[config.mk]
export PLATFORM = sky130hd
export DESIGN_NAME = mem_bus_arbiter
export DESIGN_NICKNAME = d
export VERILOG_FILES = /design/src/rtl/mem_bus_arbiter_pkg.sv /design/src/rtl/mem_bus_arbiter_rr_pick.sv /design/src/rtl/mem_bus_arbiter.sv
export SDC_FILE = /design/constraint.sdc
export NUM_CORES = 1
export LEC_CHECK = 0
export CAP_MARGIN = 20
export CORE_ASPECT_RATIO = 0.75
export CORE_MARGIN = 2
export CORE_UTILIZATION = 35
export CTS_BUF_LIST = sky130_fd_sc_hd__clkbuf_4 sky130_fd_sc_hd__clkbuf_8 sky130_fd_sc_hd__clkbuf_16
export DETAILED_ROUTE_END_ITERATION = 8
export PLACE_DENSITY = 0.82
export SLEW_MARGIN = 25
export SYNTH_ARGS = -nofsm -noshare
export SYNTH_HDL_FRONTEND = slang
export SYNTH_SLANG_ARGS = --single-unit
[constraint.sdc]
create_clock -name clk -period 4.7 [get_ports clk]
set_clock_uncertainty 0.2 [all_clocks]
set_input_delay 0.705 -clock clk [delete_from_list [all_inputs] [get_ports clk]]
set_output_delay 0.705 -clock clk [all_outputs]
set_load 0.03 [all_outputs]
[src/rtl/mem_bus_arbiter_pkg.sv]
`default_nettype none
// ============================================================================
// Module   : mem_bus_arbiter_pkg
// Purpose  : Shared types for the two-requester memory bus arbiter: the
//            arbiter FSM state encoding, the requester identifier and a
//            helper that returns the opposite requester.
// Ports    : none (package)
// Revision : 1.0 - initial release
// ============================================================================
package mem_bus_arbiter_pkg;

  // Arbiter FSM states.
  typedef enum logic [1:0] {
    IDLE  = 2'd0,
    BUS_I = 2'd1,
    BUS_D = 2'd2,
    DONE  = 2'd3
  } arb_state_t;

  // Requester identifier: instruction fetch or data access.
  typedef enum logic {
    REQ_I = 1'b0,
    REQ_D = 1'b1
  } req_id_t;

  // The requester that is not 'id'.
  function automatic req_id_t other_req(input req_id_t id);
    return (id == REQ_I) ? REQ_D : REQ_I;
  endfunction

endpackage
`default_nettype wire

[src/rtl/mem_bus_arbiter_rr_pick.sv]
`default_nettype none
// ============================================================================
// Module   : mem_bus_arbiter_rr_pick
// Purpose  : Two-way round-robin selector. A lone pending requester wins;
//            on a tie the requester that was not granted last wins.
// Ports    : req_i  - instruction requester pending
//            req_d  - data requester pending
//            last   - requester granted most recently
//            valid  - at least one requester pending
//            pick   - winning requester (meaningful when valid is high)
// Revision : 1.0 - initial release
// ============================================================================
module mem_bus_arbiter_rr_pick
  import mem_bus_arbiter_pkg::*;
(
  input  logic    req_i,
  input  logic    req_d,
  input  req_id_t last,
  output logic    valid,
  output req_id_t pick
);

  always_comb begin
    valid = req_i | req_d;
    pick  = REQ_I;
    if (req_i && req_d) begin
      pick = other_req(last);
    end else if (req_d) begin
      pick = REQ_D;
    end
  end

endmodule
`default_nettype wire

[src/rtl/mem_bus_arbiter.sv]
`default_nettype none
// ============================================================================
// Module   : mem_bus_arbiter
// Purpose  : Arbitrates an instruction-fetch requester (I) and a data
//            requester (D) onto one Avalon-MM master port. One transfer at
//            a time: grant, bus phase (stretched by waitrequest), then a
//            one-cycle ack. Ties are resolved round-robin.
// Ports    : clk, reset                - clock, async active-high reset
//            i_addr/i_read/i_write/
//            i_wdata/i_be              - requester I command
//            d_addr/d_read/d_write/
//            d_wdata/d_be              - requester D command
//            i_ack, d_ack              - one-cycle completion pulses
//            rdata                     - data of the last completed read
//            address/read/write/
//            writedata/byteenable      - Avalon master command (registered)
//            waitrequest, readdata     - Avalon slave response
// Revision : 1.0 - initial release
// ============================================================================
module mem_bus_arbiter
  import mem_bus_arbiter_pkg::*;
#(
  parameter int ADDR_W = 32,
  parameter int DATA_W = 32
) (
  input  logic                  clk,
  input  logic                  reset,
  input  logic [ADDR_W-1:0]     i_addr,
  input  logic                  i_read,
  input  logic                  i_write,
  input  logic [DATA_W-1:0]     i_wdata,
  input  logic [DATA_W/8-1:0]   i_be,
  input  logic [ADDR_W-1:0]     d_addr,
  input  logic                  d_read,
  input  logic                  d_write,
  input  logic [DATA_W-1:0]     d_wdata,
  input  logic [DATA_W/8-1:0]   d_be,
  output logic                  i_ack,
  output logic                  d_ack,
  output logic [DATA_W-1:0]     rdata,
  output logic [ADDR_W-1:0]     address,
  output logic                  read,
  output logic                  write,
  output logic [DATA_W-1:0]     writedata,
  output logic [DATA_W/8-1:0]   byteenable,
  input  logic                  waitrequest,
  input  logic [DATA_W-1:0]     readdata
);

  localparam int BE_W = DATA_W / 8;

  arb_state_t          state_q,      state_d;
  req_id_t             last_q,       last_d;
  logic                is_wr_q,      is_wr_d;
  logic [ADDR_W-1:0]   address_q,    address_d;
  logic [DATA_W-1:0]   writedata_q,  writedata_d;
  logic [BE_W-1:0]     byteenable_q, byteenable_d;
  logic                read_q,       read_d;
  logic                write_q,      write_d;
  logic                i_ack_q,      i_ack_d;
  logic                d_ack_q,      d_ack_d;
  logic [DATA_W-1:0]   rdata_q,      rdata_d;

  logic    pick_valid;
  req_id_t pick;
  logic    win_wr;

  mem_bus_arbiter_rr_pick u_rr_pick (
    .req_i (i_read | i_write),
    .req_d (d_read | d_write),
    .last  (last_q),
    .valid (pick_valid),
    .pick  (pick)
  );

  // A requester raising read and write together is served as a write.
  assign win_wr = (pick == REQ_I) ? i_write : d_write;

  always_comb begin
    state_d      = state_q;
    last_d       = last_q;
    is_wr_d      = is_wr_q;
    address_d    = address_q;
    writedata_d  = writedata_q;
    byteenable_d = byteenable_q;
    read_d       = read_q;
    write_d      = write_q;
    rdata_d      = rdata_q;
    i_ack_d      = 1'b0;
    d_ack_d      = 1'b0;

    case (state_q)
      IDLE: begin
        if (pick_valid) begin
          last_d  = pick;
          is_wr_d = win_wr;
          read_d  = ~win_wr;
          write_d = win_wr;
          if (pick == REQ_I) begin
            address_d    = i_addr;
            writedata_d  = i_wdata;
            byteenable_d = i_be;
            state_d      = BUS_I;
          end else begin
            address_d    = d_addr;
            writedata_d  = d_wdata;
            byteenable_d = d_be;
            state_d      = BUS_D;
          end
        end
      end

      BUS_I, BUS_D: begin
        // Command registers are left untouched while waitrequest is high,
        // so the bus stays stable for as long as the slave stalls.
        if (!waitrequest) begin
          if (!is_wr_q) begin
            rdata_d = readdata;
          end
          read_d  = 1'b0;
          write_d = 1'b0;
          i_ack_d = (state_q == BUS_I);
          d_ack_d = (state_q == BUS_D);
          state_d = DONE;
        end
      end

      DONE: begin
        state_d = IDLE;
      end

      default: begin
        state_d = IDLE;
      end
    endcase
  end

  always_ff @(posedge clk or posedge reset) begin
    if (reset) begin
      state_q      <= IDLE;
      last_q       <= REQ_D;
      is_wr_q      <= 1'b0;
      address_q    <= '0;
      writedata_q  <= '0;
      byteenable_q <= '0;
      read_q       <= 1'b0;
      write_q      <= 1'b0;
      i_ack_q      <= 1'b0;
      d_ack_q      <= 1'b0;
      rdata_q      <= '0;
    end else begin
      state_q      <= state_d;
      last_q       <= last_d;
      is_wr_q      <= is_wr_d;
      address_q    <= address_d;
      writedata_q  <= writedata_d;
      byteenable_q <= byteenable_d;
      read_q       <= read_d;
      write_q      <= write_d;
      i_ack_q      <= i_ack_d;
      d_ack_q      <= d_ack_d;
      rdata_q      <= rdata_d;
    end
  end

  assign address    = address_q;
  assign writedata  = writedata_q;
  assign byteenable = byteenable_q;
  assign read       = read_q;
  assign write      = write_q;
  assign i_ack      = i_ack_q;
  assign d_ack      = d_ack_q;
  assign rdata      = rdata_q;

endmodule
`default_nettype wire
* Word-level counts from Yosys, hierarchy flattened
Cells that the tools add are included.
** Operators by class
- Equality and inequality tests :: 5
- Muxes and demuxes :: 20
- Bitwise gates (word level) :: 6
- Reductions and logical operators :: 8
** Operators with widths (count)
- $mux 32 :: 2
- $mux 1 :: 11
- $mux 2 :: 3
- $pmux 2 s3 :: 1
- $reduce_and 3->1 :: 2
- $eq 2x2->1 const B :: 2
- $mux 4 :: 1
- $ne 2x2->1 const B :: 2
- $pmux 1 s2 :: 2
- $reduce_and 2->1 :: 2
- $not 1->1 :: 3
- $or 1x1->1 :: 3
- $eq 2x1->1 const B :: 1
- $logic_not 2->1 :: 1
- $reduce_bool 2->1 :: 1
- $reduce_or 2->1 :: 1
- $logic_and 1x1->1 :: 1
** Storage, ports and cells
- Register bits after elaboration :: 108
- Input port bits :: 175
- Logic and storage cells :: 50

* Longest topological paths before layout
Gate-level depths: netlist (run 1).
- Depth after elaboration :: 7
- Depth in mapped cells :: 8

* Modules after synthesis
A second synthesis (run 1) with hierarchy kept.
** Second synthesis, totals
- Cells, all modules :: 404
- Area, all modules :: 4760.8 um2
** By module, submodules not included
- mem_bus_arbiter :: instances 1, cells an instance 402, area each 4747.1 um2
- mem_bus_arbiter_rr_pick :: instances 1, cells an instance 2, area each 13.8 um2

* Worst setup path before layout (run 1)
Ideal clock, no wire load.
- Path kind :: flip-flop to flip-flop
- Start point :: reg state_q[0]
- End point :: reg rdata_q[0] (netlist: rdata[0])
- Setup time :: 0.128 ns
- Arrival time :: 1.791 ns
- Data required time :: 4.372 ns
- Slack :: 2.581 ns
- Cell stages (with the launch flop) :: 7
- Buffers on the path :: 2
- Clock period less this slack :: 2.119 ns
- Cell sequence :: dfrtp_1 -> inv_1 -> ha_1 -> clkbuf_1 -> nor3b_2 -> buf_2 -> mux2_1
** On the way
- Cells in the longest elaborated chain, start to end :: 3
- Elaborated cells between the ends (all ways) :: 4
** RTL lines
- start, declared :: line mem_bus_arbiter.sv:52 : arb_state_t state_q, state_d;
- start signal, assigned :: line mem_bus_arbiter.sv:152 : state_q <= state_d;
- $eq 2x1->1 / $eq 2x2->1 (equally long branches) :: line mem_bus_arbiter.sv:92 : case (state_q)
- $reduce_or 2->1 * :: line mem_bus_arbiter.sv:92
- $reduce_and 3->1 (no source line) *
- end signal, assigned :: line mem_bus_arbiter.sv:162 : rdata_q <= rdata_d;
- end, declared :: line mem_bus_arbiter.sv:62 : logic [DATA_W-1:0] rdata_q, rdata_d;
Every way passes the cells marked *; elsewhere a longest branch is shown, timed or not.
A chain may end at the register's enable or synchronous reset.

* Final worst setup path (run 1)
- Start point :: in d_write
- End point :: reg address_q[14] (netlist: address[14])
** On the way
- Cells in the longest elaborated chain, start to end :: 4
- Elaborated cells between the ends (all ways) :: 7
** RTL lines
- start, declared :: line mem_bus_arbiter.sv:35 : input logic d_write,
- $or 1x1->1 * :: line mem_bus_arbiter.sv:70 : .req_d (d_read | d_write),
- $mux 1 / $logic_and 1x1->1 (equally long branches) :: line mem_bus_arbiter_rr_pick.sv:28, mem_bus_arbiter_rr_pick.sv:26
- $mux 1 :: line mem_bus_arbiter_rr_pick.sv:26 : if (req_i && req_d) begin
- $mux 32 :: line mem_bus_arbiter.sv:99 : if (pick == REQ_I) begin
- end signal, assigned :: line mem_bus_arbiter.sv:155 : address_q <= address_d;
- end, declared :: line mem_bus_arbiter.sv:55 : logic [ADDR_W-1:0] address_q, address_d;
Marks and branches as above.

==> results of run 1 <==
[sequential cells by signal (all words and copies together) (netlist names)]
| name | count |
|---|---|
| d_ack | 1 |
| rdata | 32 |
| address | 32 |
| last_q | 1 |
| i_ack | 1 |
| write | 1 |
| writedata | 32 |
| byteenable | 4 |
| read | 1 |
| is_wr_q | 1 |
| state_q | 2 |
[worst max path at each step]
stage / start / end / depth (start not counted)
after detailed placement: d_write / address[14] / 5
after CTS: d_write / address[14] / 5
after global placement: d_write / address[11] / 5
after global routing: d_write / address[5] / 5
final: d_write / address[14] / 5
after floorplan: reset / address[0] / 1
[through the flow]
step	hold slack (ps)	utilization	cell area (µm²)
6_report	287	0.578	8440
3_5_place_dp	274	0.557	8140
4_1_cts	292	0.578	8440
2_1_floorplan	266	-	5260
3_3_place_gp	266	0.557	8140
5_1_grt	306	0.578	8440
[layout by cell type, fill, tap and decap left out, types with 2 or more instances in the layout]
cell	count
mux2_1	32
inv_1	3
nor2b_1	2
ha_1	4
buf_12	2
nor2_1	68
dfrtp_1	107
a21oi_2	67
clkbuf_16	9
buf_4	6
nor3b_1	2
nand2_1	3
o21ai_0	70
a2bb2oi_1	2
clkdlybuf4s50_1	278
a31oi_1	68
[layout make-up]
| class | count | area (µm²) |
|---|---|---|
| clock buffers | 10 | 233 |
| flip-flops and latches | 108 | 2700 |
| clock inverters | 6 | 71.3 |
| repair buffers | 286 | 2870 |
| well taps | 200 | 250 |
| fillers | 1274 | 6160 |
| inverters | 4 | 17.5 |
| multi-input cells | 340 | 2300 |
[worst reg2reg max path, stage by stage, from the launching register on]
cell	delay, ps
dfrtp_1	400
inv_1	120
ha_1	380
o41a_2	210
buf_4	560
nor2_1	230
a21oi_2	140
[routing by layer]
layer / vias up / track usage / wire (µm)
li1: 2312 / - / -
met5: - / 0 / 0
met3: 21 / 0.0712 / 1480
met1: 2381 / 0.248 / 7000
met4: 0 / 0.0581 / 274
met2: 218 / 0.352 / 8060
[power breakdown]
group	switching (mW)	internal, mW
combinational	2.07	1.47
clock	0.356	0.426
sequential	0.249	1.41
[cell families after synthesis]
logic type | Yosys count | share of synthesized area
mux | 32 | 0.0685
fa+ha+maj | 4 | 0.00952
compound gates | 220 | 0.285
buf+inv | 53 | 0.0545
flops | 108 | 0.514
simple gates | 84 | 0.0680
==> results.txt, run 1 <==
The first detailed-routing pass took 4 iterations. The path depth of the worst reg2reg path was 6. The source of the worst hold timing path was rdata[9]. The post-synthesis to final-layout area growth was 60.5%; the net count after synthesis was 680. The flow ran to the end, and the final reports show no timing, DRC or antenna violations.

The register area share after synthesis is 0.514, and the number of enable flip-flop cells after synthesis is 0. The worst-case IR drop observed on VDD is 0.442 mV. In this run the critical register-to-register path is launched from state_q[0].

In the routed design, unresolved DRC markers number 0. In the final routed layout, each cell accounts on average for 17.6 µm. The logs give 4875 for the via count of the first global-routing pass and 0 for the total setup buffers inserted after CTS. In this run the register-to-register setup slack is 2380 ps. The mean instance size in the synthesized netlist was 10.5 µm²; the final clock period utilization by the worst path was 0.622. The total of endpoints with negative setup slack in the final report is 0, and the detail-routed via count per cell is 5.17.

Global-route wire length before repair: 26.0 mm. The count of nets left with antenna violations once routing finished came out at 0. The shortest clock period the worst path allows after layout works out to 2920 ps. Number of instances in the placed design: 938. The count of buffers added on input and output ports is 278.

Counting both buffers and inverters, the worst setup path holds a total of 2. Power spread over the standard cell area amounts to 709 mW/mm². The tools report the number of max-slew violations in the final report as 0.

Share of flip-flops with an asynchronous set or reset after synthesis: 1.00. The largest area contributor in the synthesized netlist is dfrtp_1. The tools report the final weighted congestion in routability-driven placement as 0.768. 279 I/O pins were placed. For this block, the initial DRC count from the detailed router was 212.

After synthesis the cells add up to 0.00526 mm². The die covers 0.0160 mm². The final critical-path setup slack is 1780 ps, and the number of antenna violations at the first check in global routing is 0. The final layout contains routed wiring with a total length of 16.8 mm.

The signal on the critical path passes through clkdlybuf4s50_1, or2_2, buf_4, a31oi_1, a21oi_2. In this run the worst path has a maximum fanout of 43. The area of the core is 0.0146 mm², and the diode insertion count for antenna repair is 0. In this run the clock root is driven by a clkbuf_16. Grouping stages by cell kind, the critical path spends the most delay in buffers and inverters. Yosys printed 0 warnings.

The maximum single-stage delay on the critical path came out at 790 ps. Synthesis produced a netlist whose cell count is 501. The run gives 0 as the remaining global-route overflow.

The slowest stage of the critical path belongs to the cell or2_2. The min-delay analysis places its worst path in the category reg2reg. Static timing analysis puts the maximum clock frequency at 0.342 GHz. The floorplan has 38 rows. By count the netlist is led by 107 x dfrtp_1, 70 x o21ai_0, 69 x nor2_1, 68 x a31oi_1, 67 x a21oi_2. The tools report the setup total negative slack as 0 ps. The tools report the static leakage power as 3.22 nW. The floorplan die width came out at 146 µm. The end of the worst hold path is rdata[9]. The tools report the headroom to the max-slew limit as 0.383. The tools report the startpoint type of the worst setup path as an input pin. The run gives 2 as the maximum clock insertion buffer count. The run gives 0.205 as the global router's overall resource usage. Counting every sink on the clock net gives 108.

STA classifies the critical path endpoint as a flop. Detailed placement finished with a half-perimeter wire length of 11.6 mm. After clock tree synthesis, the clock-pin slew on the worst setup and hold paths is 80 ps. The tools report the total power as 5.98 mW. The setup path with the least slack is of type in2reg. From bottom edge to top edge, the die measures 110 µm.

The logs give 1450 ps for the minimum setup slack after placement and 0 for the post-CTS resize count. TritonCTS built the clock tree. The number of clock buffers added by TritonCTS is 9. In the synthesized netlist the dominant register cell turns out to be dfrtp_1. The worst hold path depth was 1. The clock latency reported for the late side of the worst-skew pair was 340 ps.

STA puts the critical path data required time at 4770 ps. In this run the number of H-tree levels came out at 3. The count of nets after finishing was 928; the flip-flop and latch count after synthesis was 108. Synthesis instantiated 37 different standard cells from the library. The run gives 0 as the final hold violation count. For the initial core utilization, the log shows 0.360.

At the worst endpoint, the arrival time is 2990 ps. Max-cap violations in this run came to 0. The fraction of layout cells with a size suffix above 1 is 0.133.

Setup repair after global routing left no endpoint under its margin. The area share of the leading cell type in the synthesized netlist is 0.509. Vias after detailed routing: 4932.

After clock tree synthesis, the flow added hold-fix buffers numbering 0. By area the synthesized netlist is led by dfrtp_1 51%, a21oi_2 11%, a31oi_1 8.1%. Entering global routing, the biggest net connects 72 pins.

For the pin with the worst max-slew slack, the measured transition is 926 ps. Most repeated cell in the gate-level netlist after synthesis: dfrtp_1. Once layout is complete, the cells apart from fillers number 954. In this run the critical register-to-register path is captured at writedata[12].
Power figures use the tool's default switching activity.
==> run 2, diff against run 1 <==
- clock period: 4.7 -> 2.75 ns (I/O delays scaled with it)
==> run 2 against run 1 <==
Effect of this change:
- critical path depth stayed put
- first-iteration DRC count rose by 5.7%
- cell count is 0.73% higher
- global-route usage increased by 0.98 points
- sequential cell count did not move
- sequential power up 72%
- via count up 1.0%
- sequential share of layout area fell by 0.33 points
- critical endpoint is now rdata[11]
==> results.txt, run 2 (synthesis results as in run 1) <==
The run finished with clean final reports. The tool flagged a number of max-cap violations equal to 0. For the pin with the worst max-slew slack, the measured transition is 625 ps. The floorplan die width was 146 µm; the number of nets with antenna violations after detailed routing was 0. Setup total negative slack: 0 ps. The HPWL after detailed placement came out at 12.0 mm.

The number of antenna violations at the first check in global routing was 0; the DRC marker count from the first detailed-route iteration was 224. Clock tree synthesis selected as its root buffer the cell clkbuf_16. The fraction of layout cells with a size suffix above 1 was 0.141; the number of buffers and inverters on the critical path was 2. Clock-pin slew was measured on the worst setup and hold paths at 80 ps.

The total area inside the core boundary comes to 0.0146 mm². For this run, the post-layout net count is 935. In the final routed layout, each cell accounts on average for 17.9 µm.

The tools report the TritonCTS buffer count as 9. The I/O pin count was 279; the cell area after layout was 0.00853 mm². At the worst endpoint, the required time is 2770 ps. The cell family contributing the most delay on the critical path is adder cells. From synthesis to final layout, the design area changed by 62.2%.

Counting I/O delays and the setup requirement, the final critical path takes 2110 ps. VDD sags by at most 0.662 mV. Leaving out filler cells and counting taps, the final layout contains 961.

The library cell used most frequently in the layout, excluding fill and tap cells, is clkdlybuf4s50_1. Once placement finished, the instance area stood at 0.00824 mm². The kind of critical path is reg2reg.

Hold is met by 85.0 ps. Setup violations remaining at the end of the flow were counted as 0. The global router's overall resource usage is 0.215, and the area used by multi-input combinational logic is 0.00230 mm². For the final weighted congestion in routability-driven placement, the log shows 0.775.

The die covers 0.0160 mm². Setup repair after global routing left no endpoint under its margin. Final core utilization: 0.584. The slowest stage of the critical path belongs to the cell ha_1.

STA classifies the critical path endpoint as a flop. The count of standard-cell rows was 38; the global-route wire length before repair was 27.0 mm. The later pin in the worst-skew pair is clocked with a latency of 340 ps. In the layout the commonest cells are 278 x clkdlybuf4s50_1, 107 x dfrtp_1, 70 x o21ai_0. The via count of the first global-routing pass was 4940; the static leakage power was 3.26 nW. The number of max-slew violations in the final report is 0. The headroom to the max-slew limit is 0.583. The run gives 0 as the hold buffer count at CTS. Maximum clock insertion buffer count: 2. After detailed routing, the total wire length is 17.2 mm. The remaining global-route overflow is 0, and the final clock period utilization by the worst path is 0.768. Diode insertion count for antenna repair: 0. TritonCTS built the clock tree. Derived from the worst setup path, the maximum achievable clock frequency is 0.473 GHz. The detail-routed via count per cell was 5.19; the total setup buffers inserted after CTS was 0. On the worst path, the slowest cell contributes a delay of 430 ps.

STA classifies the critical path startpoint as a flop. The die is 110 µm tall. For the number of instances in the placed design, the log shows 945. STA puts the critical path data arrival time at 2130 ps. The run gives 0 as the final hold violation count.

The count of input and output buffers was 278; the remaining design rule violation count was 0. The run gives 3 as the depth of the CTS H-tree. For this run, the detailed router's first-pass iteration total came to 4. Gates resized during post-CTS repair numbered 0. The class of the tightest hold or removal check was in2async. The routed layout has 4983 vias. Clock tree synthesis found a total of 108 sinks.

The layout has 1262 filler cells. The power density over cell area is 1200 mW/mm². Traced cell by cell, the critical path runs through inv_1, ha_1, nor3b_4, buf_12, mux2_1. Along the worst path, the maximum fanout reaches 32. Entering global routing, the biggest net connects 108 pins.

The tools report the combined flip-flop and latch cell area as 0.00270 mm². The initial core utilization is 0.360.
## run 2: per-layer routing
metal	track usage	vias to the layer above	share of wire
met2	0.361	222	0.48
met3	0.0798	12	0.090
li1	-	2326	-
met1	0.264	2423	0.42
met4	0.0581	0	0.011
met5	0	-	0
## run 2: final cells by class
| type | instances | share of cell area |
|---|---|---|
| repair buffers | 293 | 0.348 |
| flip-flops and latches | 108 | 0.317 |
| multi-input cells | 340 | 0.269 |
| well taps | 200 | 0.0293 |
| clock buffers | 10 | 0.0273 |
| clock inverters | 6 | 0.00660 |
| inverters | 4 | 0.00220 |
## run 2: per-stage QoR
step                      power [mW]  setup WS [ps]
after global routing            10.9            529
after floorplan                 6.64            631
after CTS                       10.4            644
after detailed placement        9.08            319
after global placement          8.95            371
final                           10.3            638
## run 2: report_power, final
part           internal [mW]  switching [mW]  total, mW
clock network          0.646           0.622       1.27
registers               2.41           0.443       2.85
logic                   2.60            3.54       6.14
total                   5.65            4.61       10.3
## run 2: final timing paths
kind | to | slack [ps] | start | cells after the start
min in group clk | rdata[15] | 290 | rdata[15] | 1
hold / removal | rdata[3] | 90 | reset | 2
setup reg to reg | rdata[11] | 640 | state_q[1] | 5
max in group asynchronous | writedata[30] | 1460 | reset | 3
setup / recovery | rdata[11] | 640 | state_q[1] | 5
hold reg to reg | rdata[15] | 290 | rdata[15] | 1
==> run 3, diff against run 2 <==
- PLACE_DENSITY: 0.82 -> 0.85
- clock period: 2.75 -> 1.7 ns (I/O delays scaled with it)
==> run 3 against run 2 <==
Effect of this change:
- the flow now finishes with violations (setup timing)
- hold slack improved by 84 ps
- non-clock buffer count rose by 39
- sequential share of layout area fell by 4.2 points
- combinational power rose by 95%
- die area did not move
- routed wire length rose by 20%
- clock power rose by 86%
- first-iteration DRC count rose by 39%
==> results.txt, run 3 (synthesis results as in run 1) <==
The final clock period utilization by the worst path was 1.09; the number of instances in the placed design was 960. During placement, the flow inserted port buffers numbering 278. The full die area was 0.0160 mm². The fraction of layout cells with a size suffix above 1 came out at 0.313.

The tree built by TritonCTS fans out to 108 sinks. At the end of the flow, the number of nets in the layout was 974. TritonCTS built the clock tree. In this run the register-to-register setup slack is -150 ps. The iteration count of the initial detailed-routing pass is 4.

The first global-routing pass estimated 27.3 mm of wire. For this design the static power due to leakage is 3.85 nW. Compared with the post-synthesis result, the final layout area differs by 87.1%.

The largest individual stage delay along the critical path comes from the cell dfrtp_1. During I/O placement, the number of pins put on the boundary was 279. The top cell types in the final layout, fill and taps aside, are 170 x clkdlybuf4s50_1, 107 x dfrtp_1, 104 x dlygate4sd2_1. Adding up every negative setup slack in the final design gives -4040 ps.

For the count of standard-cell rows, the log shows 38. For the total power, the log shows 19.0 mW. The most common library cell in the layout ignoring fill and taps was clkdlybuf4s50_1. The class of the tightest hold or removal check was in2async. The final core utilization was 0.674; the worst hold slack across all endpoints was 169 ps.

For the detailed-routed wire length on met3, the log shows 1.21 mm. The number of antenna violations at the first check in global routing was 0. The run gives 3 as the depth of the CTS H-tree. The count of nets left with antenna violations once routing finished came out at 0.

The largest driver fanout on the critical path is 8. Power density over cell area: 1930 mW/mm². The worst setup path is launched from a flop. The root buffer cell chosen for the clock tree is clkbuf_16. After routing the design area is 0.00984 mm². The run gives 0 as the remaining global-route overflow.

Once layout is complete, the cells apart from fillers number 1000. Final hold violation count: 0. The met1 wire length is 8.42 mm.

The clock passes through at most 2 buffers. From left edge to right edge, the die measures 146 µm. After detailed routing, the number of remaining DRC violations is 0. The critical path starts at state_q[0]. In this design, the stage delay of the slowest critical-path cell is 360 ps.

For the pin with the worst max-slew slack, the measured transition is 512 ps. Across all layers, the routed design uses 5353 vias. IR analysis of the VDD net gives a maximum drop of 0.812 mV.

The tool flagged a number of max-cap violations equal to 0. Traced cell by cell, the critical path runs through inv_2, ha_4, nor3b_4, buf_6, buf_16, mux2_4. The HPWL after detailed placement is 12.8 mm. The logs give 34 for the total of endpoints with negative setup slack in the final report and 350 ps for the clock latency reported for the late side of the worst-skew pair. Summing all placed instances gives a cell area of 0.00847 mm². The headroom to the max-slew limit is 0.659. The endpoint class of the critical path is a flop.

Based on the critical path, the design can be clocked at up to 0.541 GHz. The die outline height was 110 µm; the diode insertion count for antenna repair was 0. For the via count of the first global-routing pass, the log shows 5118. The flow ran to the end, but the final reports show violations.

At the worst endpoint, the required time is 1740 ps. The top metal layer carrying routed signals is met4. Wire segments on met2 add up to 10.5 mm in the final route.

For this block, the initial DRC count from the detailed router was 311. Setup repair after global routing could not meet its margin everywhere. Pin count of the biggest net entering global routing: 59. The initial core utilization is 0.360. The worst setup path is of the reg2reg kind.

The region available for standard cell placement spans 0.0146 mm². The global router's overall resource usage is 0.217, and the final weighted congestion in routability-driven placement is 0.771. The logs give -405 ps for the minimum setup slack after placement and -149 ps for the final critical-path setup slack.

The average wire per cell in the routed design works out to 20.6 µm. The data arrival at the endpoint of the critical path is 1880 ps, and the final routed wirelength across all metal layers is 20.6 mm. Dividing the detail-routed via count by the number of cells gives 5.35.

TritonCTS buffer count: 9. The tools report the reg-to-reg startpoint as state_q[0]. The number of max-slew violations in the final report was 0; the shortest clock period the worst path allows after layout was 1850 ps. After clock tree synthesis, the clock-pin slew on the worst setup and hold paths is 80 ps.

The checks that failed: setup timing.
==> run 3: metal layers <==
layer	vias to the layer above	global-route usage
li1	2426	-
met1	2676	0.266
met2	215	0.384
met3	36	0.0560
met4	0	0.0637
met5	-	0
==> run 3: path summary, 6_finish.rpt <==
path | end | cells after the start
max in group asynchronous | last_q | 3
max reg2reg | rdata[19] | 6
max | rdata[19] | 6
min reg2reg | rdata[16] | 1
min in group clk | address[29] | 3
min | byteenable[0] | 3
==> run 3: final cells by class <==
cell class,instances,area (µm²)
Timing Repair Buffer,332,3390
Clock inverter,6,93.8
Inverter,4,18.8
Clock buffer,10,239
Fill cell,1098,4750
Tap cell,200,250
Multi-Input combinational cell,340,3150
Sequential cell,108,2700
==> run 3: what timing repair did <==
action,CTS,global route
pin swaps,1,13
gates resized for setup,110,162
buffers inserted,3,11
hold buffers,0,0
endpoints found under the setup margin,148,104
cloned,2,9
endpoints found under the hold margin,0,0
==> run 3: power breakdown <==
part	switching [mW]	total (mW)	internal, mW
logic	6.93	12.0	5.07
registers	0.731	4.63	3.90
clock network	1.01	2.36	1.35
total	8.68	19.0	10.3
==> run 3: worst max-delay path, delay by kind of cell (launching register included) <==
family,cells,cell delay [ps]
buffers and inverters,3,390
DFF,1,360
muxes,1,300
adders and majority gates,1,260
and+or+nand+nor,1,220
